<file path="src/rtl/pipe_adder_if.sv">
// Handshake bundle for pipe_adder: operand side (in_*, a, b, sub) and result side (out_*, q, carry, ovf).
// master drives operands and consumes results; slave is the adder itself.
interface pipe_adder_if #(
    parameter int WIDTH = 32
);
    logic             in_valid;
    logic             in_ready;
    logic [WIDTH-1:0] a;
    logic [WIDTH-1:0] b;
    logic             sub;
    logic             out_valid;
    logic             out_ready;
    logic [WIDTH-1:0] q;
    logic             carry;
    logic             ovf;

    modport master (
        output in_valid, a, b, sub, out_ready,
        input  in_ready, out_valid, q, carry, ovf
    );

    modport slave (
        input  in_valid, a, b, sub, out_ready,
        output in_ready, out_valid, q, carry, ovf
    );
endinterface

</file>
<file path="src/rtl/pipe_adder.sv">
// Pipelined adder/subtractor: the carry chain is cut into STAGES chunks, one register stage each.
// Optional PIPE_ADDER_SAT_EN: signed saturation of q in the final stage (default: q wraps).
module pipe_adder #(
    parameter int WIDTH  = 32,
    parameter int STAGES = 4
) (
    input  logic         clk,
    input  logic         rst,
    pipe_adder_if.slave  bus
);
    localparam int CW = WIDTH / STAGES;

    logic             adv;
    logic [WIDTH-1:0] b_inv;

    // The whole pipe freezes, bubbles included, only while a finished result waits for the consumer.
    assign adv          = !(bus.out_valid && !bus.out_ready);
    assign bus.in_ready = adv;
    assign b_inv        = bus.b ^ {WIDTH{bus.sub}};

    for (genvar k = 0; k < STAGES; k++) begin : stg
        localparam int LO  = k * CW;
        localparam int REM = WIDTH - LO - CW;

        logic [CW-1:0]    op_a;
        logic [CW-1:0]    op_b;
        logic             cin;
        logic             vin;
        logic [CW:0]      chunk;
        logic [LO+CW-1:0] q_n;
        logic [LO+CW-1:0] q_r;
        logic             c_r;
        logic             v_r;

        if (k == 0) begin : g_head
            assign op_a = bus.a[CW-1:0];
            assign op_b = b_inv[CW-1:0];
            assign cin  = bus.sub;
            assign vin  = bus.in_valid;
            assign q_n  = chunk[CW-1:0];
        end else begin : g_body
            assign op_a = stg[k-1].g_up.a_r[CW-1:0];
            assign op_b = stg[k-1].g_up.b_r[CW-1:0];
            assign cin  = stg[k-1].c_r;
            assign vin  = stg[k-1].v_r;
            assign q_n  = {chunk[CW-1:0], stg[k-1].q_r};
        end

        assign chunk = {1'b0, op_a} + {1'b0, op_b} + {{CW{1'b0}}, cin};

        always_ff @(posedge clk or posedge rst) begin
            if (rst) begin
                v_r <= 1'b0;
            end else if (adv) begin
                v_r <= vin;
            end
        end

        // Upper chunks still waiting for their turn travel down the pipe shifted to bit 0.
        if (REM > 0) begin : g_up
            logic [REM-1:0] a_r;
            logic [REM-1:0] b_r;
            logic [REM-1:0] a_src;
            logic [REM-1:0] b_src;

            if (k == 0) begin : g_src0
                assign a_src = bus.a[WIDTH-1:CW];
                assign b_src = b_inv[WIDTH-1:CW];
            end else begin : g_srcn
                assign a_src = stg[k-1].g_up.a_r[REM+CW-1:CW];
                assign b_src = stg[k-1].g_up.b_r[REM+CW-1:CW];
            end

            always_ff @(posedge clk) begin
                if (adv) begin
                    a_r <= a_src;
                    b_r <= b_src;
                end
            end
        end

        if (k < STAGES - 1) begin : g_mid
            always_ff @(posedge clk) begin
                if (adv) begin
                    q_r <= q_n;
                    c_r <= chunk[CW];
                end
            end
        end else begin : g_last
            logic             msb_cin;
            logic             ovf_n;
            logic             ovf_r;
            logic [WIDTH-1:0] res;

            assign msb_cin = op_a[CW-1] ^ op_b[CW-1] ^ chunk[CW-1];
            assign ovf_n   = msb_cin ^ chunk[CW];

`ifdef PIPE_ADDER_SAT_EN
            // On overflow both operand MSBs agree, so the carry out equals the sign of the true result.
            always_comb begin
                res = q_n;
                if (ovf_n) begin
                    res = chunk[CW] ? {1'b1, {(WIDTH-1){1'b0}}} : {1'b0, {(WIDTH-1){1'b1}}};
                end
            end
`else
            assign res = q_n;
`endif

            // Only real operations update the outputs, so bubbles never expose unreset data.
            always_ff @(posedge clk or posedge rst) begin
                if (rst) begin
                    q_r   <= '0;
                    c_r   <= 1'b0;
                    ovf_r <= 1'b0;
                end else if (adv && vin) begin
                    q_r   <= res;
                    c_r   <= chunk[CW];
                    ovf_r <= ovf_n;
                end
            end
        end
    end

    assign bus.out_valid = stg[STAGES-1].v_r;
    assign bus.q         = stg[STAGES-1].q_r;
    assign bus.carry     = stg[STAGES-1].c_r;
    assign bus.ovf       = stg[STAGES-1].g_last.ovf_r;
endmodule
</file>
<file path="src/flat_wrapper.sv">
// flat-port wrapper written by rule: the top's interface ports become plain ports
module pipe_adder_flat 
#(
    parameter int WIDTH  = 32,
    parameter int STAGES = 4
)
  (clk, rst, bus_in_valid, bus_a, bus_b, bus_sub, bus_out_ready, bus_in_ready, bus_out_valid, bus_q, bus_carry, bus_ovf);
  pipe_adder_if #(.WIDTH(WIDTH)) bus_i ();
  input  logic clk;
  input  logic rst;
  input wire logic [$bits(bus_i.in_valid)-1:0] bus_in_valid;
  input wire logic [$bits(bus_i.a)-1:0] bus_a;
  input wire logic [$bits(bus_i.b)-1:0] bus_b;
  input wire logic [$bits(bus_i.sub)-1:0] bus_sub;
  input wire logic [$bits(bus_i.out_ready)-1:0] bus_out_ready;
  output wire logic [$bits(bus_i.in_ready)-1:0] bus_in_ready;
  output wire logic [$bits(bus_i.out_valid)-1:0] bus_out_valid;
  output wire logic [$bits(bus_i.q)-1:0] bus_q;
  output wire logic [$bits(bus_i.carry)-1:0] bus_carry;
  output wire logic [$bits(bus_i.ovf)-1:0] bus_ovf;
  assign bus_i.in_valid = bus_in_valid;
  assign bus_i.a = bus_a;
  assign bus_i.b = bus_b;
  assign bus_i.sub = bus_sub;
  assign bus_i.out_ready = bus_out_ready;
  assign bus_in_ready = bus_i.in_ready;
  assign bus_out_valid = bus_i.out_valid;
  assign bus_q = bus_i.q;
  assign bus_carry = bus_i.carry;
  assign bus_ovf = bus_i.ovf;
  pipe_adder #(.WIDTH(WIDTH), .STAGES(STAGES)) u_core (.clk(clk), .rst(rst), .bus(bus_i));
endmodule
</file>
<file path="config.mk">
export PLATFORM = sky130hd
export DESIGN_NAME = pipe_adder_flat
export DESIGN_NICKNAME = d
export VERILOG_FILES = /design/src/rtl/pipe_adder_if.sv /design/src/rtl/pipe_adder.sv /design/src/flat_wrapper.sv
export SDC_FILE = /design/constraint.sdc
export NUM_CORES = 1
export LEC_CHECK = 0
export BUFFER_PORTS_ARGS = -buffer_cell sky130_fd_sc_hd__buf_2
export CAP_MARGIN = 15
export CORE_ASPECT_RATIO = 1.2
export CORE_UTILIZATION = 45
export CTS_CLUSTER_DIAMETER = 50
export DETAILED_ROUTE_END_ITERATION = 10
export MAX_ROUTING_LAYER = met4
export PLACE_DENSITY = 0.75
export SLEW_MARGIN = 15
export SYNTH_ARGS = -nofsm -noshare
export SYNTH_HDL_FRONTEND = slang
export SYNTH_SLANG_ARGS = --single-unit
</file>
<file path="constraint.sdc">
create_clock -name clk -period 4.7 [get_ports clk]
set_input_delay 0.235 -clock clk [delete_from_list [all_inputs] [get_ports clk]]
set_output_delay 0.235 -clock clk [all_outputs]
set_load 0.02 [all_outputs]
</file>
# Word level (Yosys, flattened, before mapping)
# Cells that the tools add are included.
[totals]
ff_bits = 185
in_bits = 69
out_inout_bits = 36
wordCells = 35
[classes]
n_addsub = 8
n_bitwise = 4
reduce_logical = 4
[op_table]
columns = ["op", "count"]
rows = [
  ["adder 8 x 8 -> 9 bit", 4],
  ["adder 9 x 1 -> 9 bit", 4],
  ["XOR 32 bit", 1],
  ["XOR 1 bit", 3],
  ["logical AND 1 bit", 2],
  ["logical NOT 1 bit", 2],
]

# Logic depth before layout (Yosys ltp)
# Gate-level depths: netlist of run 1.
[logic_depth]
depth_word = 4
depth_mapped = 9
mapped_depth_nobuf = 8

# Worst setup path after synthesis of run 1
# Ideal clock, no wire load.
[synth_timing]
path_kind = "flip-flop to flip-flop"
start = "reg u_core.stg[3].v_r, in the netlist u_core.bus.out_valid"
end = "reg u_core.stg[3].q_r[10], in the netlist u_core.bus.q[10]"
setup_ns = 0.125
arrival_time_ns = 3.367
path_slack_ns = 1.209
path_stages_with_launch = 6
period_less_slack_ns = 3.491
cell_sequence = "dfrtp_1 > nand2b_1 > buf_2 > nand2_1 > buf_4 > mux2_2"
[synth_via]
elab_chain_cells = 3
[synth_rtl]
columns = ["item", "line_no", "text"]
rows = [
  ["from (decl)", "pipe_adder.sv:33", "logic v_r;"],
  ["from (signal assigned)", "pipe_adder.sv:55", "v_r <= vin;"],
  ["logical AND 1 bit", "pipe_adder.sv:17", "assign adv = !(bus.out_valid && !bus.out_ready);"],
  ["logical NOT 1 bit", "pipe_adder.sv:17", ""],
  ["via bus_in_ready", "flat_wrapper.sv:16", "output wire logic [$bits(bus_i.in_ready)-1:0] bus_in_ready;"],
  ["logical AND 1 bit", "pipe_adder.sv:116", "end else if (adv && vin) begin"],
  ["to (signal assigned)", "pipe_adder.sv:117", "q_r <= res;"],
  ["to (decl)", "pipe_adder.sv:31", "logic [LO+CW-1:0] q_r;"],
]
# The timed path passes the listed nets, and every way through them passes these cells.
# A chain may end at the register's enable or synchronous reset.

# Final worst setup path of run 1
[layout_timing]
start = "reg u_core.stg[3].v_r, in the netlist u_core.bus.out_valid"
end = "out bus_in_ready"
[layout_via]
elab_chain_cells = 2
[layout_rtl]
columns = ["item", "line_no"]
rows = [
  ["logical AND 1 bit", "pipe_adder.sv:17"],
  ["logical NOT 1 bit", "pipe_adder.sv:17"],
  ["to (decl)", "flat_wrapper.sv:16"],
]
# Every way passes these cells.

==> results of run 1 <==
sequential cells by signal (all words and copies together), names as in the netlist:
name,count
u_core.bus.carry,1
u_core.bus.out_valid,1
u_core.bus.ovf,1
u_core.bus.q,32
u_core.stg.c_r,3
u_core.stg.g_up.a_r,48
u_core.stg.g_up.b_r,48
u_core.stg.q_r,48
u_core.stg.v_r,3
worst max-delay path: stages (launching register included):
cell and delay [ps]:
dfrtp_1 410, nand2b_4 650, buf_4 900, buf_2 320
area by class of cell:
| cell class | instances | area [µm²] | share of cell area (%) |
|---|---|---|---|
| Multi-Input combinational cell | 224 | 1910 | 21.3 |
| Clock inverter | 14 | 195 | 2.17 |
| Sequential cell | 185 | 5370 | 59.8 |
| Inverter | 10 | 37.5 | 0.418 |
| Timing Repair Buffer | 129 | 768 | 8.56 |
| Tap cell | 208 | 260 | 2.90 |
| Clock buffer | 18 | 439 | 4.89 |
placed cells by master (no fill, tap or decap), types with 2 or more instances in the layout:
| cell | netlist | routed |
|---|---|---|
| clkbuf_16 | 0 | 17 |
| fa_1 | 7 | 7 |
| a21oi_1 | 16 | 16 |
| dlygate4sd3_1 | 0 | 24 |
| buf_2 | 7 | 104 |
| o21ai_1 | 3 | 3 |
| xnor2_1 | 11 | 11 |
| xor2_1 | 42 | 42 |
| o21a_1 | 4 | 4 |
| a21o_1 | 11 | 11 |
| o21bai_1 | 7 | 7 |
| edfxtp_1 | 147 | 147 |
| inv_6 | 0 | 2 |
| nand2_1 | 12 | 11 |
| o21ai_0 | 12 | 12 |
| dfrtp_1 | 38 | 38 |
| inv_1 | 10 | 9 |
| nor4_1 | 2 | 2 |
| nor2_1 | 15 | 15 |
| o211a_1 | 2 | 2 |
| clkinv_2 | 0 | 3 |
| mux2_2 | 29 | 29 |
| bufinv_16 | 0 | 4 |
| ha_1 | 28 | 28 |
| o211ai_1 | 4 | 4 |
| nor3_1 | 3 | 3 |
| a211oi_1 | 4 | 4 |
| clkinv_4 | 0 | 4 |
through the flow:
stage	instances	total power [mW]
finish	788	5.79
global route	788	6.12
CTS	788	5.86
detailed placement	732	4.32
global placement	732	4.23
floorplan	428	3.87
how the worst min path moves through the flow:
stage                                         start                                   to  slack [ps]  cells past startpoint
4_1_cts                                         rst         u_core.bus.q[31]$_DFFE_PP0P_          10                      2
2_1_floorplan                              bus_a[8]  u_core.stg[0].g_up.a_r[0]$_DFFE_PN_         330                      0
5_1_grt                                bus_in_valid        u_core.stg[0].v_r$_DFFE_PP0N_          40                      2
3_5_place_dp   u_core.stg[1].g_up.b_r[15]$_DFFE_PN_  u_core.stg[2].g_up.b_r[7]$_DFFE_PN_         400                      0
6_report                                        rst         u_core.bus.q[30]$_DFFE_PP0P_           6                      2
3_3_place_gp    u_core.stg[0].g_up.b_r[8]$_DFFE_PN_  u_core.stg[1].g_up.b_r[0]$_DFFE_PN_         400                      0
cell families after synthesis:
| kind of cell | Yosys count | synth area share [%] |
|---|---|---|
| AND/OR/NAND/NOR | 37 | 2.16 |
| buffers and inverters | 19 | 1.19 |
| AO/OA/AOI/OAI | 69 | 6.16 |
| adder cells (fa/ha/maj) | 35 | 6.67 |
| XOR/XNOR | 53 | 6.31 |
| flip-flops | 185 | 72.9 |
| multiplexers | 30 | 4.58 |
where the power goes:
part           leakage, nW  switching, mW  internal, mW  total (mW)
clock                0.311          0.595         0.907        1.50
combinational         1.44          0.912         0.661        1.57
sequential            1.93          0.200          2.52        2.72
total                 3.68           1.71          4.09        5.79
routing by layer:
metal,up-vias,global-route usage [%],share of wire (%)
met3,18,5.25,4.4
met5,-,-,0
met4,0,6.00,2.0
met2,93,26.7,54
li1,1872,-,-
met1,1879,15.9,40
repair_timing:
item	in CTS	in global routing
hold buffers	24	0
setup buffers	0	0
endpoints found under the hold margin	24	0
==> flow_summary.toml, run 1 <==
[critical_path]
crit_fanout = 86
cp-start-kind = "register"
worst-endpoint-required_ps = 4470
r2r_start = "u_core.stg[2].g_up.b_r[0]$_DFFE_PN_"
worstRegToRegCells = 7
crit_start = "u_core.bus.out_valid$_DFFE_PP0N_"
reg2reg_to = "u_core.bus.ovf$_DFFE_PP0P_"
timing_worst_setup_path_type = "register to primary output"
crit_end = "bus_in_ready"
reg2reg_slack_ps = 2150
critPathCaptureType = "primary output"
cp.arrival_ps = 2830

[logic_synthesis]
synth_edf_count = 147
syn_area_um2 = 7360
synthCells = 428
synth_area_leader_cell = "edfxtp_1"
synth.distinct_cells = 34
synth_flop_cell = "edfxtp_1"
synth_commonest_cells = "147 x edfxtp_1, 42 x xor2_1, 38 x dfrtp_1, 29 x mux2_2, 28 x ha_1"
synth.area.top_cells = "edfxtp_1 60%, dfrtp_1 13%, xor2_1 5.0%, ha_1 4.8%, mux2_2 4.4%"
ys_warn_count = 0
syn_area_per_cell_um2 = 17.2
synth_seq_cells = 185
yosysMostFrequentCell = "edfxtp_1"
synth_top_area_share_pct = 60.0
yosysSeqAreaShare_pct = 72.9
syn_nets = 532
synthArstFlopShare_pct = 20.5

[place]
place_congestion = 0.836
placed_cell_area_um2 = 8100
dpl.hpwl_um = 7380
numPortBuffers = 104
place_ws_ps = 1980

[timing]
setup_slack_ps = 1630
rsz0062_at_grt = "false"
slew_viol_final = 0
max_freq_mhz = 326
fin_crit_sh_pct = 65.2
clock_skew_ps = 6.64
final.setup.tns_ps = 0
worst_hold_slack_ps = 6.12
finalCriticalPeriod_ps = 3070
hold_viol = 0
slew_headroom_pct = 29.1
final-setup-viol-count = 0
timing_worst_slew_pin_value_ps = 1060

[route]
first_pass_iters = 4
num_vias = 3862
drt-vias-per-instance = 4.90
dr.first_iter.drc_count = 199
finalWirelength_um = 11700
antenna_left = 0
drc = 0
wl_per_cell_um = 14.9

[global_route]
antenna_found_initial = 0
grt_start_max_net_pins = 87
first_global_vias = 3974
grt_usage_pct = 15.3
grt_pass1_wl_um = 18900
gr-total-overflow = 0

[pwr]
leakage_nw = 3.68
ir_drop_mv = 0.219
powerDensity_nw_per_um2 = 645

[clock_network]
cts_tree = "done"
cts_resized = 0
cts_buffer_depth = 2
cts_buffers = 17
clkTransAtPathRegs_ps = 60
clock-sinks = 185
cts_htree_levels = 4
insertion_delay_ps = 430
ctsRootBufferMaster = "clkbuf_16"

[flow_run]
drv_cap = 0

[cells_and_area]
final_cell_area_um2 = 8980
syn_to_final_growth_pct = 22.1
nNetsFinal = 671
fillers = 1247
antenna_cells = 0
final_util_pct = 57.0
layout-drive-gt1-share_pct = 29.7

[run_status]
status = "complete, no violations"

[floorplanning]
die_h_um = 142
dieArea_um2 = 16900
ios = 105
die-width_um = 119
rows = 50
core_area_um2 = 15800
start_util_pct = 46.7

[hold_path]
hold_path.class = "primary input to asynchronous set/reset pin"
Power figures use the tool's default switching activity.
==> inputs of run 2 (changes only) <==
clock period = 2.9 ns   (was 4.7 ns; I/O delays follow)
==> flow_summary.toml, run 2 (synthesis results as in run 1) <==
[critical_path]
crit_family = "compound AO/OA/AOI/OAI gates"
slowest_delay_ps = 510
r2r_start = "u_core.stg[1].g_up.b_r[0]$_DFFE_PN_"
critPathBufInv = 0
cp.arrival_ps = 2730
cp_slowest_cell = "fa_1"
reg2reg_slack_ps = 360
path_common_cell = "a21o_1"
timing_worst_setup_path_type = "register to register"
reg2reg_to = "u_core.stg[2].c_r$_DFFE_PN_"
worst-endpoint-required_ps = 3080
cp-start-kind = "register"
critPathCaptureType = "register"
worstRegToRegCells = 7
crit_fanout = 3
path_cells = "fa_1 -> fa_1 -> a21o_1 -> a21oi_1 -> o21ai_1 -> a21o_1 -> a21o_1"

[floorplanning]
core_area_um2 = 15800
dieArea_um2 = 16900
start_util_pct = 46.7
ios = 105
rows = 50
die_h_um = 142
die-width_um = 119

[hold_path]
hold_path.class = "primary input to register"
min-delay-start = "bus_b[28]"
hold_end = "u_core.stg[0].g_up.b_r[20]$_DFFE_PN_"
hold_depth = 2

[cells_and_area]
layout-drive-gt1-share_pct = 29.1
reg_top3 = "u_core.stg.g_up.a_r x48, u_core.stg.g_up.b_r x48, u_core.stg.q_r x48"
syn_to_final_growth_pct = 24.3
final_common_cell = "edfxtp_1"
antenna_cells = 0
nNetsFinal = 685
mostFrequentLayoutCells = "147 x edfxtp_1, 104 x buf_2, 42 x xor2_1"

[route]
finalWirelength_um = 12000
dr.first_iter.drc_count = 226
antenna_left = 0
first_pass_iters = 4
num_vias = 3900
drt-vias-per-instance = 4.86
drc = 0
wl_per_cell_um = 15.0

[timing]
final.setup.tns_ps = 0
clock_skew_ps = 6.68
slew_viol_final = 0
timing_worst_slew_pin_value_ps = 970
slew_headroom_pct = 35.1
worst_hold_slack_ps = 24.7
finalCriticalPeriod_ps = 2540
fin_crit_sh_pct = 87.6
final-setup-viol-count = 0
max_freq_mhz = 393
rsz0062_at_grt = "false"
hold_viol = 0

[clock_network]
cts_tree = "done"
clock-sinks = 185
clkTransAtPathRegs_ps = 70
insertion_delay_ps = 430
cts_resized = 0
cts_htree_levels = 4
ctsRootBufferMaster = "clkbuf_16"
cts_buffers = 17
postCtsHoldBufs = 36
cts_setup_buffers = 0
cts_buffer_depth = 2

[place]
dpl.hpwl_um = 7370
numPortBuffers = 104
place_congestion = 0.784

[global_route]
grt_pass1_wl_um = 19500
grt_start_max_net_pins = 153
first_global_vias = 4111
antenna_found_initial = 0
gr-total-overflow = 0
grt_usage_pct = 15.9

[flow_run]
drv_cap = 0

[run_status]
status = "complete, no violations"

[pwr]
powerDensity_nw_per_um2 = 1040
leakage_nw = 3.74
ir_drop_mv = 0.379
[run 2: cell count changes in the layout (fill, tap and decap cells not counted), sizes merged]
| cell | before | now |
|---|---|---|
| dlygate4sd3 | 24 | 36 |
| clkbuf | 18 | 17 |
| clkinvlp | 1 | 4 |
| clkinv | 7 | 4 |
| bufinv | 4 | 5 |
| buf | 105 | 107 |
[run 2: layout make-up]
class / instances / area [µm²]
Tap cell: 208 / 260
Fill cell: 1273 / 6630
Timing Repair Buffer: 143 / 916
Clock buffer: 17 / 425
Sequential cell: 185 / 5370
Multi-Input combinational cell: 224 / 1910
Inverter: 10 / 37.5
Clock inverter: 15 / 223
[run 2: worst register-to-register path, cell delays in order (launching register included)]
cell and delay, ps:
edfxtp_1 400, fa_1 510, fa_1 440, a21o_1 180
a21oi_1 300, o21ai_1 130, a21o_1 190, a21o_1 170
[run 2: per-layer routing]
layer	track usage (%)	part of all wire (%)	routed length (µm)	up-vias
li1	-	-	-	1898
met1	16.6	39	4710	1891
met2	27.8	54	6530	89
met3	4.13	4.0	487	22
met4	7.79	2.5	304	0
met5	-	0	0	-
[run 2: worst max path at each step]
stage	startpoint	slack, ps	to	cells after the start
3_3_place_gp	u_core.stg[1].g_up.b_r[0]$_DFFE_PN_	450	u_core.stg[2].c_r$_DFFE_PN_	7
5_1_grt	u_core.stg[1].g_up.b_r[0]$_DFFE_PN_	240	u_core.stg[2].c_r$_DFFE_PN_	7
2_1_floorplan	u_core.bus.out_valid$_DFFE_PP0N_	310	u_core.bus.q[0]$_DFFE_PP0P_	5
3_5_place_dp	u_core.stg[1].g_up.b_r[0]$_DFFE_PN_	390	u_core.stg[2].c_r$_DFFE_PN_	7
4_1_cts	u_core.stg[1].g_up.b_r[0]$_DFFE_PN_	360	u_core.stg[2].c_r$_DFFE_PN_	7
6_report	u_core.stg[1].g_up.b_r[0]$_DFFE_PN_	360	u_core.stg[2].c_r$_DFFE_PN_	7
[run 2: stage by stage]
stage	instances	util, %	total power [mW]	cell area, µm²	setup WS, ps
after global placement	734	51.6	6.87	8130	446
after global routing	802	58.0	10.0	9140	239
final	802	58.0	9.51	9140	358
after detailed placement	734	51.6	7.04	8130	385
after CTS	802	58.0	9.61	9140	362
after floorplan	428	-	6.26	7360	311
[run 2: power breakdown]
| group | switching [mW] | leakage, nW | internal, mW | total, mW |
|---|---|---|---|---|
| clock | 0.974 | 0.305 | 1.53 | 2.51 |
| combinational | 1.51 | 1.51 | 1.10 | 2.61 |
| sequential | 0.323 | 1.93 | 4.07 | 4.40 |
